==> config.mk <==
export PLATFORM = sky130hd
export DESIGN_NAME = led_matrix_scan
export DESIGN_NICKNAME = d
export VERILOG_FILES = /design/src/rtl/led_matrix_scan.sv
export SDC_FILE = /design/constraint.sdc
export NUM_CORES = 1
export LEC_CHECK = 0
export CORE_ASPECT_RATIO = 0.75
export CORE_MARGIN = 2
export CORE_UTILIZATION = 58
export CTS_CLUSTER_DIAMETER = 200
export DETAILED_ROUTE_END_ITERATION = 10
export PLACE_DENSITY = 0.84
export SLEW_MARGIN = 20
export SYNTH_ARGS = -nofsm -noshare
export SYNTH_HDL_FRONTEND = slang
export SYNTH_SLANG_ARGS = --single-unit
export TNS_END_PERCENT = 1
==> constraint.sdc <==
create_clock -name clk_i -period 3.38 [get_ports clk_i]
set_clock_uncertainty 0.2 [all_clocks]
set_input_delay 0.507 -clock clk_i [delete_from_list [all_inputs] [get_ports clk_i]]
set_output_delay 0.507 -clock clk_i [all_outputs]
set_load 0.005 [all_outputs]
==> src/rtl/led_matrix_scan.sv <==
`default_nettype none
// ============================================================================
//  Module      : led_matrix_scan
//  Description : Scan driver for four ROW_NUM x COL_NUM LED matrices. Holds a
//                double-buffered frame image, lights one row at a time with a
//                blanking gap before each row, and swaps buffers only at the
//                frame boundary.
//  Revision    : 1.0 - initial release
// ============================================================================
module led_matrix_scan #(
  parameter int ROW_NUM      = 8,
  parameter int COL_NUM      = 8,
  parameter int DWELL_CYCLES = 1000,
  parameter int BLANK_CYCLES = 4
) (
  input  logic                          clk_i,
  input  logic                          rst_i,
  input  logic                          scan_en_i,
  input  logic                          wr_en_i,
  input  logic [2+$clog2(ROW_NUM)-1:0]  wr_addr_i,
  input  logic [COL_NUM-1:0]            wr_data_i,
  input  logic                          swap_req_i,
  output logic [1:0]                    mat_sel_o,
  output logic                          decoder_en_o,
  output logic [ROW_NUM-1:0]            row_sel_o,
  output logic [COL_NUM-1:0]            col_data_o,
  output logic                          frame_done_o,
  output logic                          swap_ack_o
);

  localparam int c_RW    = $clog2(ROW_NUM);
  localparam int c_DEPTH = 4 * ROW_NUM;
  localparam int c_CMAX  = (DWELL_CYCLES > BLANK_CYCLES) ? DWELL_CYCLES : BLANK_CYCLES;
  localparam int c_CW    = (c_CMAX > 1) ? $clog2(c_CMAX) : 1;

  localparam logic [c_RW-1:0]    c_LAST_ROW = c_RW'(ROW_NUM - 1);
  localparam logic [c_CW-1:0]    c_BLANK_LD = c_CW'(BLANK_CYCLES - 1);
  localparam logic [c_CW-1:0]    c_DWELL_LD = c_CW'(DWELL_CYCLES - 1);
  localparam logic [ROW_NUM-1:0] c_ROW_ONE  = {{(ROW_NUM-1){1'b0}}, 1'b1};

  typedef enum logic [1:0] {
    S_IDLE    = 2'd0,
    S_BLANK   = 2'd1,
    S_DISPLAY = 2'd2
  } state_t;

  state_t             state_q, state_d;
  logic [c_CW-1:0]    cnt_q, cnt_d;
  logic [c_RW-1:0]    row_q, row_d;
  logic [1:0]         mat_q, mat_d;
  logic               front_q;
  logic               pend_q, pend_d;

  // Two frame buffers; address is {matrix, row}
  logic [COL_NUM-1:0] mem_q [2][c_DEPTH];

  logic [1:0]         mat_sel_q, mat_sel_d;
  logic               dec_en_q, dec_en_d;
  logic [ROW_NUM-1:0] row_sel_q, row_sel_d;
  logic [COL_NUM-1:0] col_q, col_d;
  logic               frame_done_q, frame_done_d;
  logic               swap_ack_q, swap_ack_d;
  logic               disp_d;

  // Scan sequencing: next state, dwell/blank counter and row/matrix position
  always_comb begin
    state_d = state_q;
    cnt_d   = cnt_q;
    row_d   = row_q;
    mat_d   = mat_q;
    if (!scan_en_i) begin
      state_d = S_IDLE;
      cnt_d   = '0;
      row_d   = '0;
      mat_d   = '0;
    end else begin
      case (state_q)
        S_IDLE: begin
          state_d = S_BLANK;
          cnt_d   = c_BLANK_LD;
          row_d   = '0;
          mat_d   = '0;
        end
        S_BLANK: begin
          if (cnt_q == '0) begin
            state_d = S_DISPLAY;
            cnt_d   = c_DWELL_LD;
          end else begin
            cnt_d = cnt_q - c_CW'(1);
          end
        end
        S_DISPLAY: begin
          if (cnt_q == '0) begin
            state_d = S_BLANK;
            cnt_d   = c_BLANK_LD;
            if (row_q == c_LAST_ROW) begin
              row_d = '0;
              mat_d = mat_q + 2'd1;
            end else begin
              row_d = row_q + c_RW'(1);
            end
          end else begin
            cnt_d = cnt_q - c_CW'(1);
          end
        end
        default: begin
          state_d = S_IDLE;
          cnt_d   = '0;
          row_d   = '0;
          mat_d   = '0;
        end
      endcase
    end
  end

  // Output next-values derived from the upcoming state so every output is a flop
  always_comb begin
    disp_d       = (state_d == S_DISPLAY);
    mat_sel_d    = mat_d;
    dec_en_d     = disp_d;
    row_sel_d    = '0;
    col_d        = '0;
    frame_done_d = 1'b0;
    if (disp_d) begin
      row_sel_d = c_ROW_ONE << row_d;
      // Column data is latched once on entry and held for the whole dwell
      col_d     = (state_q == S_DISPLAY) ? col_q : mem_q[front_q][{mat_d, row_d}];
      frame_done_d = (cnt_d == '0) && (mat_d == 2'd3) && (row_d == c_LAST_ROW);
    end
    swap_ack_d = frame_done_d && (pend_q || swap_req_i);
    // A request arriving in the swap cycle itself survives as the next pending swap
    pend_d     = swap_ack_q ? swap_req_i : (pend_q || swap_req_i);
  end

  // State, counters, swap bookkeeping and output registers
  always_ff @(posedge clk_i) begin
    if (rst_i) begin
      state_q      <= S_IDLE;
      cnt_q        <= '0;
      row_q        <= '0;
      mat_q        <= '0;
      front_q      <= 1'b0;
      pend_q       <= 1'b0;
      mat_sel_q    <= '0;
      dec_en_q     <= 1'b0;
      row_sel_q    <= '0;
      col_q        <= '0;
      frame_done_q <= 1'b0;
      swap_ack_q   <= 1'b0;
    end else begin
      state_q      <= state_d;
      cnt_q        <= cnt_d;
      row_q        <= row_d;
      mat_q        <= mat_d;
      pend_q       <= pend_d;
      // The front index flips at the end of the cycle that shows swap_ack
      if (swap_ack_q) begin
        front_q <= ~front_q;
      end
      mat_sel_q    <= mat_sel_d;
      dec_en_q     <= dec_en_d;
      row_sel_q    <= row_sel_d;
      col_q        <= col_d;
      frame_done_q <= frame_done_d;
      swap_ack_q   <= swap_ack_d;
    end
  end

  // Frame buffer storage; writes always go to the current back buffer
  always_ff @(posedge clk_i) begin
    if (rst_i) begin
      for (int b = 0; b < 2; b++) begin
        for (int a = 0; a < c_DEPTH; a++) begin
          mem_q[b][a] <= '0;
        end
      end
    end else if (wr_en_i) begin
      mem_q[~front_q][wr_addr_i] <= wr_data_i;
    end
  end

  assign mat_sel_o    = mat_sel_q;
  assign decoder_en_o = dec_en_q;
  assign row_sel_o    = row_sel_q;
  assign col_data_o   = col_q;
  assign frame_done_o = frame_done_q;
  assign swap_ack_o   = swap_ack_q;

endmodule
`default_nettype wire

======== Word level (Yosys, flattened, before mapping) ========
Memories as Yosys holds them, arrays and structs flattened. A register that Yosys moved wholly into a read port is not among the register bits.
Index checks and enable logic that the tools add are counted.
Widths: inputs -> output; s select.
storage, ports and cells
  bits in registers ....................... 38
  bits in writable memories ............... 512
  bits of input ports ..................... 18
  output and inout bits ................... 21
  word-level logic and storage cells ...... 72
  memories ................................ 1
memory list
  memory  depth  bits a word  rd ports  clocked after Yosys merged registers in  write ports  RTL line  text
  mem_q   2      256          1         1                                        2            55        logic [COL_NUM-1:0] mem_q [2][c_DEPTH];
operators by class
  add/sub/neg operators ................... 3
  magnitude comparators ................... 3
  equal/unequal tests ..................... 6
  shifts and indexed selects .............. 1
  mux-type cells .......................... 33
  bitwise operators ....................... 4
  reductions and logical operators ........ 10
operators with widths
  cell                   count
  $mux 256               3
  $reduce_or 256->1      1
  $bmux 8 s5             1
  $demux 8 s5            1
  $mux 10                3
  $pmux 10 s3            1
  $mux 8                 3
  $logic_not 10->1       2
  $ge 6x6->1 const B     2
  $mux 2                 6
  $not 5->6              2
  $sub 10x1->10 const B  1
  $mux 1                 9
  $mux 3                 3
  $shl 1x3->8 const A    1
  $eq 2x2->1 const B     3
  $eq 3x3->1 const B     2
  $lt 6x1->1 const B     1
  $pmux 2 s3             1
  $pmux 3 s2             1
  $logic_and 1x1->1      4
  $pmux 2 s2             1
  $add 3x1->3 const B    1
  $add 2x1->2 const B    1
  5 further kinds        6

======== Longest topological paths before layout ========
  depth after elaboration ................. 10
  mapped depth ............................ 15
  depth with buffers taken out ............ 11

======== Worst setup path after synthesis ========
Ideal clock, no wire load.
  path kind ............................... flip-flop to flip-flop
  start ................................... register cnt_q[0]
  end ..................................... register col_q[4] (netlist: col_data_o[4])
  setup time .............................. 0.133 ns
  data arrival time ....................... 2.630 ns
  data required time ...................... 3.047 ns
  path slack .............................. 0.417 ns
  cell stages (with the launch flop) ...... 15
  path buffers ............................ 3
  period minus slack after synthesis ...... 2.963 ns
  cell sequence ........................... dfxtp_1 -> inv_1 -> ha_1 -> or4b_1 -> buf_2 -> o311ai_4 -> o211ai_1 -> buf_4 -> buf_6 -> nand3_2 -> a21oi_1 -> a311oi_1 -> o21ai_0 -> a211oi_1 -> a31oi_1
between the ends
  cells in the longest elaborated chain, start to end .. 8
  elaborated cells on any way between the ends .. 18
  classes of those cells .................. eq/ne: 1; mux: 13; bitwise: 2; reduce/logical: 2
ends and longest elaborated chain
  what                                             RTL line  text
  start: declaration                               48        logic [c_CW-1:0] cnt_q, cnt_d;
  start signal: assignment                         152       cnt_q <= cnt_d;
  $logic_not 10->1 (*)                             85, 93
  $mux 3 / $mux 2 (equally long branches)          93        if (cnt_q == '0) begin
  $pmux 3 s2 / $pmux 2 s2 (equally long branches)  77        case (state_q)
  $mux 3 / $mux 2 (equally long branches)          71        if (!scan_en_i) begin
  $not 5->6 (implied by the code)                  127       col_d = (state_q == S_DISPLAY) ? col_q : mem_q[front_q][{mat_d, row_d}];
  $bmux 8 s5                                       127
  $mux 8 (implied by the code) (2 in a row)        127
  end signal: assignment                           163       col_q <= col_d;
  end: declaration                                 60        logic [COL_NUM-1:0] col_q, col_d;
Mark *: on every way between the ends. The rest lies on a longest branch, timed or not. The select of a mux whose other input is x is not followed.
A chain may end at the register's enable or synchronous reset.

======== Final worst setup path ========
  start ................................... register cnt_q[0]
  end ..................................... register col_q[5] (netlist: col_data_o[5])
Same word-level chain as after synthesis.

==> reports/metrics.cfg <==
[logic_synthesis]
synth_fa_ha_area_share_pct = 0.420
synth-xor-area-share_pct = 0.294
synth_simple_gate_area_share_pct = 11.4
synthArstFlopShare_pct = 0
synth_top_area_cell = edfxtp_1
yosys_warnings = 0
ys.flop_type = edfxtp_1
synth_area_leaders = edfxtp_1 (64%), mux2i_1 (5.6%), nor2_1 (5.4%), dfxtp_1 (3.3%), mux4_2 (2.7%)
syn_nets = 1858
synth_top_family_by_area = simple AND/OR/NAND/NOR gates
syn-mean-instance-area_um2 = 13.0
synth-edff-count = 512
ys_ff_latch = 551
ys_seq_area_share_pct = 67.8
syn_area_mm2 = 0.0238
synth_top_area_share_pct = 64.5
muxShareOfSynthArea_pct = 8.85
synthCells = 1832
synth_compound_area_share_pct = 8.58
yosysUniqueCellTypes = 73

[finish]
area_growth_pct = 21.9
most-common-layout-cells = edfxtp_1 (512), nor2_1 (345), buf_4 (247), nand2_1 (135), mux2i_1 (129)
nNetsFinal = 2110
layout-drive-gt1-share_pct = 22.7
layout_commonest_cell = edfxtp_1
finalInstanceArea_mm2 = 0.0291
post-route-util_pct = 71.5
n_antenna_cell = 0

[sta]
period_minus_slack_ns = 3.42
finalHoldViolCount = 0
fmaxAchievable_ghz = 0.293
slew_violations = 0
slew-limit-headroom_pct = 55.8
setup_violations = 3
hold_slack_ns = 0.275
rsz0062_at_grt = yes
worst_slew_pin_slew_ns = 0.664
period_share_pct = 101
setup_ws_ns = -0.0366

[global_routing]
grt.overflow.total = 0
grt_antenna_before_repair = 0
grt_pass1_wl_mm = 118
grt_pass1_vias = 17278
grt_max_degree = 60
grtUsageTotal_pct = 38.5

[outcome]
outcome = finished, violations left
violations = negative setup slack

[routing]
m1WireLength_mm = 29.7
vias = 17792
dr.pass1.iters = 6
drt_iter0_drc = 3184
routedWlPerCell_um = 30.9
drc = 0
dr_wl_met3_mm = 13.1
antenna_left = 0
drt-total-wl_mm = 82.1
viasPerCell = 6.70
met2WireLength_mm = 35.4
highest_layer = met4

[floorplan]
num_rows = 64
initial_core_util_pct = 58.6
coreArea_mm2 = 0.0407
ioPinCount = 39
die-width_um = 238
die_h_um = 180
dieArea_mm2 = 0.0428

[clock_network]
clkTransAtPathRegs_ns = 0.06
clockRootBuffer = clkbuf_16
clock_latency_ns = 0.60
h-tree-depth = 2
cts_sinks = 551
cts_tree = built
cts-buffers-inserted = 52
clk_path_buf_depth = 3

[critical_path]
required_ns = 3.64
cp-start-kind = flip-flop
worstPathMaxFanout = 14
arrival_ns = 3.67
path_class = flip-flop to flip-flop
end_kind = flip-flop

[placed_design]
dpl_cell_area_mm2 = 0.0266
place_ws_ns = -0.662
port_buffers = 38
gp_congestion = 1.04
place_hpwl_mm = 55.7

[power_and_ir_drop]
vdd_drop_max_uv = 516
cellPowerDensity_mw_per_mm2 = 545
p_leak_nw = 10.2

[min_path]
hold_path_class = flip-flop to flip-flop

[job]
max_cap_viol_count = 0

-- where the power goes --
| group | switching, W | internal (W) |
|---|---|---|
| clock | 0.00263 | 0.00354 |
| sequential | 0.000114 | 0.00780 |
| combinational | 0.00111 | 0.000658 |
| total | 0.00385 | 0.0120 |
-- area by class of cell --
class / count / area (µm²)
well taps: 528 / 661
repair buffers: 323 / 2950
inverters: 18 / 67.6
multi-input cells: 1138 / 7450
flip-flops and latches: 551 / 16200
clock buffers: 61 / 1380
clock inverters: 37 / 408
fillers: 2705 / 11600
-- per-stage QoR --
stage | instances | TNS, ns | power, W
CTS | 2645 | -0.0199 | 0.0157
detailed placement | 2534 | -2.47 | 0.00959
floorplan | 1832 | 0 | 0.00876
finish | 2656 | -0.0824 | 0.0158
global placement | 2534 | -1.98 | 0.00955
global route | 2656 | -0.548 | 0.0162
-- registers in the layout (all words and copies together) (netlist names), named ones only --
signal,cells
cnt_q,10
front_q,1
row_q,3
state_q,2
mem_q,512
mat_sel_o,2
swap_ack_o,1
frame_done_o,1
pend_q,1
decoder_en_o,1
col_data_o,8
row_sel_o,8
-- critical path: stages (launching register included) --
cell	delay (ns)
dfxtp_2	0.33
inv_2	0.08
ha_4	0.14
or4b_4	0.53
o311ai_4	0.30
o211ai_1	0.13
buf_4	0.19
clkbuf_16	0.18
nand3_2	0.10
buf_12	0.17
buf_4	0.18
o221ai_1	0.16
a21oi_2	0.20
nor2_1	0.08
o21ai_1	0.20
a31oi_1	0.12
-- metal layers --
layer | track usage [%] | up-vias
met3 | 11.5 | 266
li1 | - | 7317
met1 | 55.1 | 8612
met4 | 15.6 | 0
met2 | 55.6 | 1597
met5 | 0 | -
-- cells in the mapped netlist (all sizes together), types with 3 or more instances --
library cell	count
nor3b	7
buf	48
nand2b	38
dfxtp	39
a21oi	122
xnor2	7
a31oi	24
o22ai	17
or3	3
o31ai	4
clkbuf	78
o21ai	61
mux2i	134
nor4	7
and2	8
and3	6
a31o	4
a21o	5
mux2	8
nand2	138
inv	18
a311oi	6
a221oi	5
a2111oi	4
nand3	22
a211oi	7
nand4	5
nor2	348
o221ai	30
mux4	30
ha	8
o211ai	6
nor3	28
nor2b	12
edfxtp	512
nor4b	3
-- what timing repair did --
action                                  in CTS  in global routing
pin swaps                                    6                 25
resized for setup                           21                 72
hold buffers                                 0                  0
gates cloned                                 2                  3
endpoints found under the setup margin       8                  8
setup buffers                               11                  8
endpoints found under the hold margin        0                  0
-- cells by family after synthesis --
logic type               count (synthesis)
AO/OA/AOI/OAI                          319
XOR/XNOR                                 8
adder cells (fa/ha/maj)                  8
buffers and inverters                  144
flip-flops                             551
multiplexers                           172
AND/OR/NAND/NOR                        630
-- path summary, 6_finish.rpt --
| kind | start | to | slack, ns | cells past startpoint |
|---|---|---|---|---|
| worst max-delay path | cnt_q[0] | col_data_o[5] | -0.04 | 15 |
| worst min-delay path | pend_q | swap_ack_o | 0.27 | 1 |
| worst max register to register | cnt_q[0] | col_data_o[5] | -0.04 | 15 |
| worst min register to register | pend_q | swap_ack_o | 0.27 | 1 |
Power figures use the tool's default switching activity.
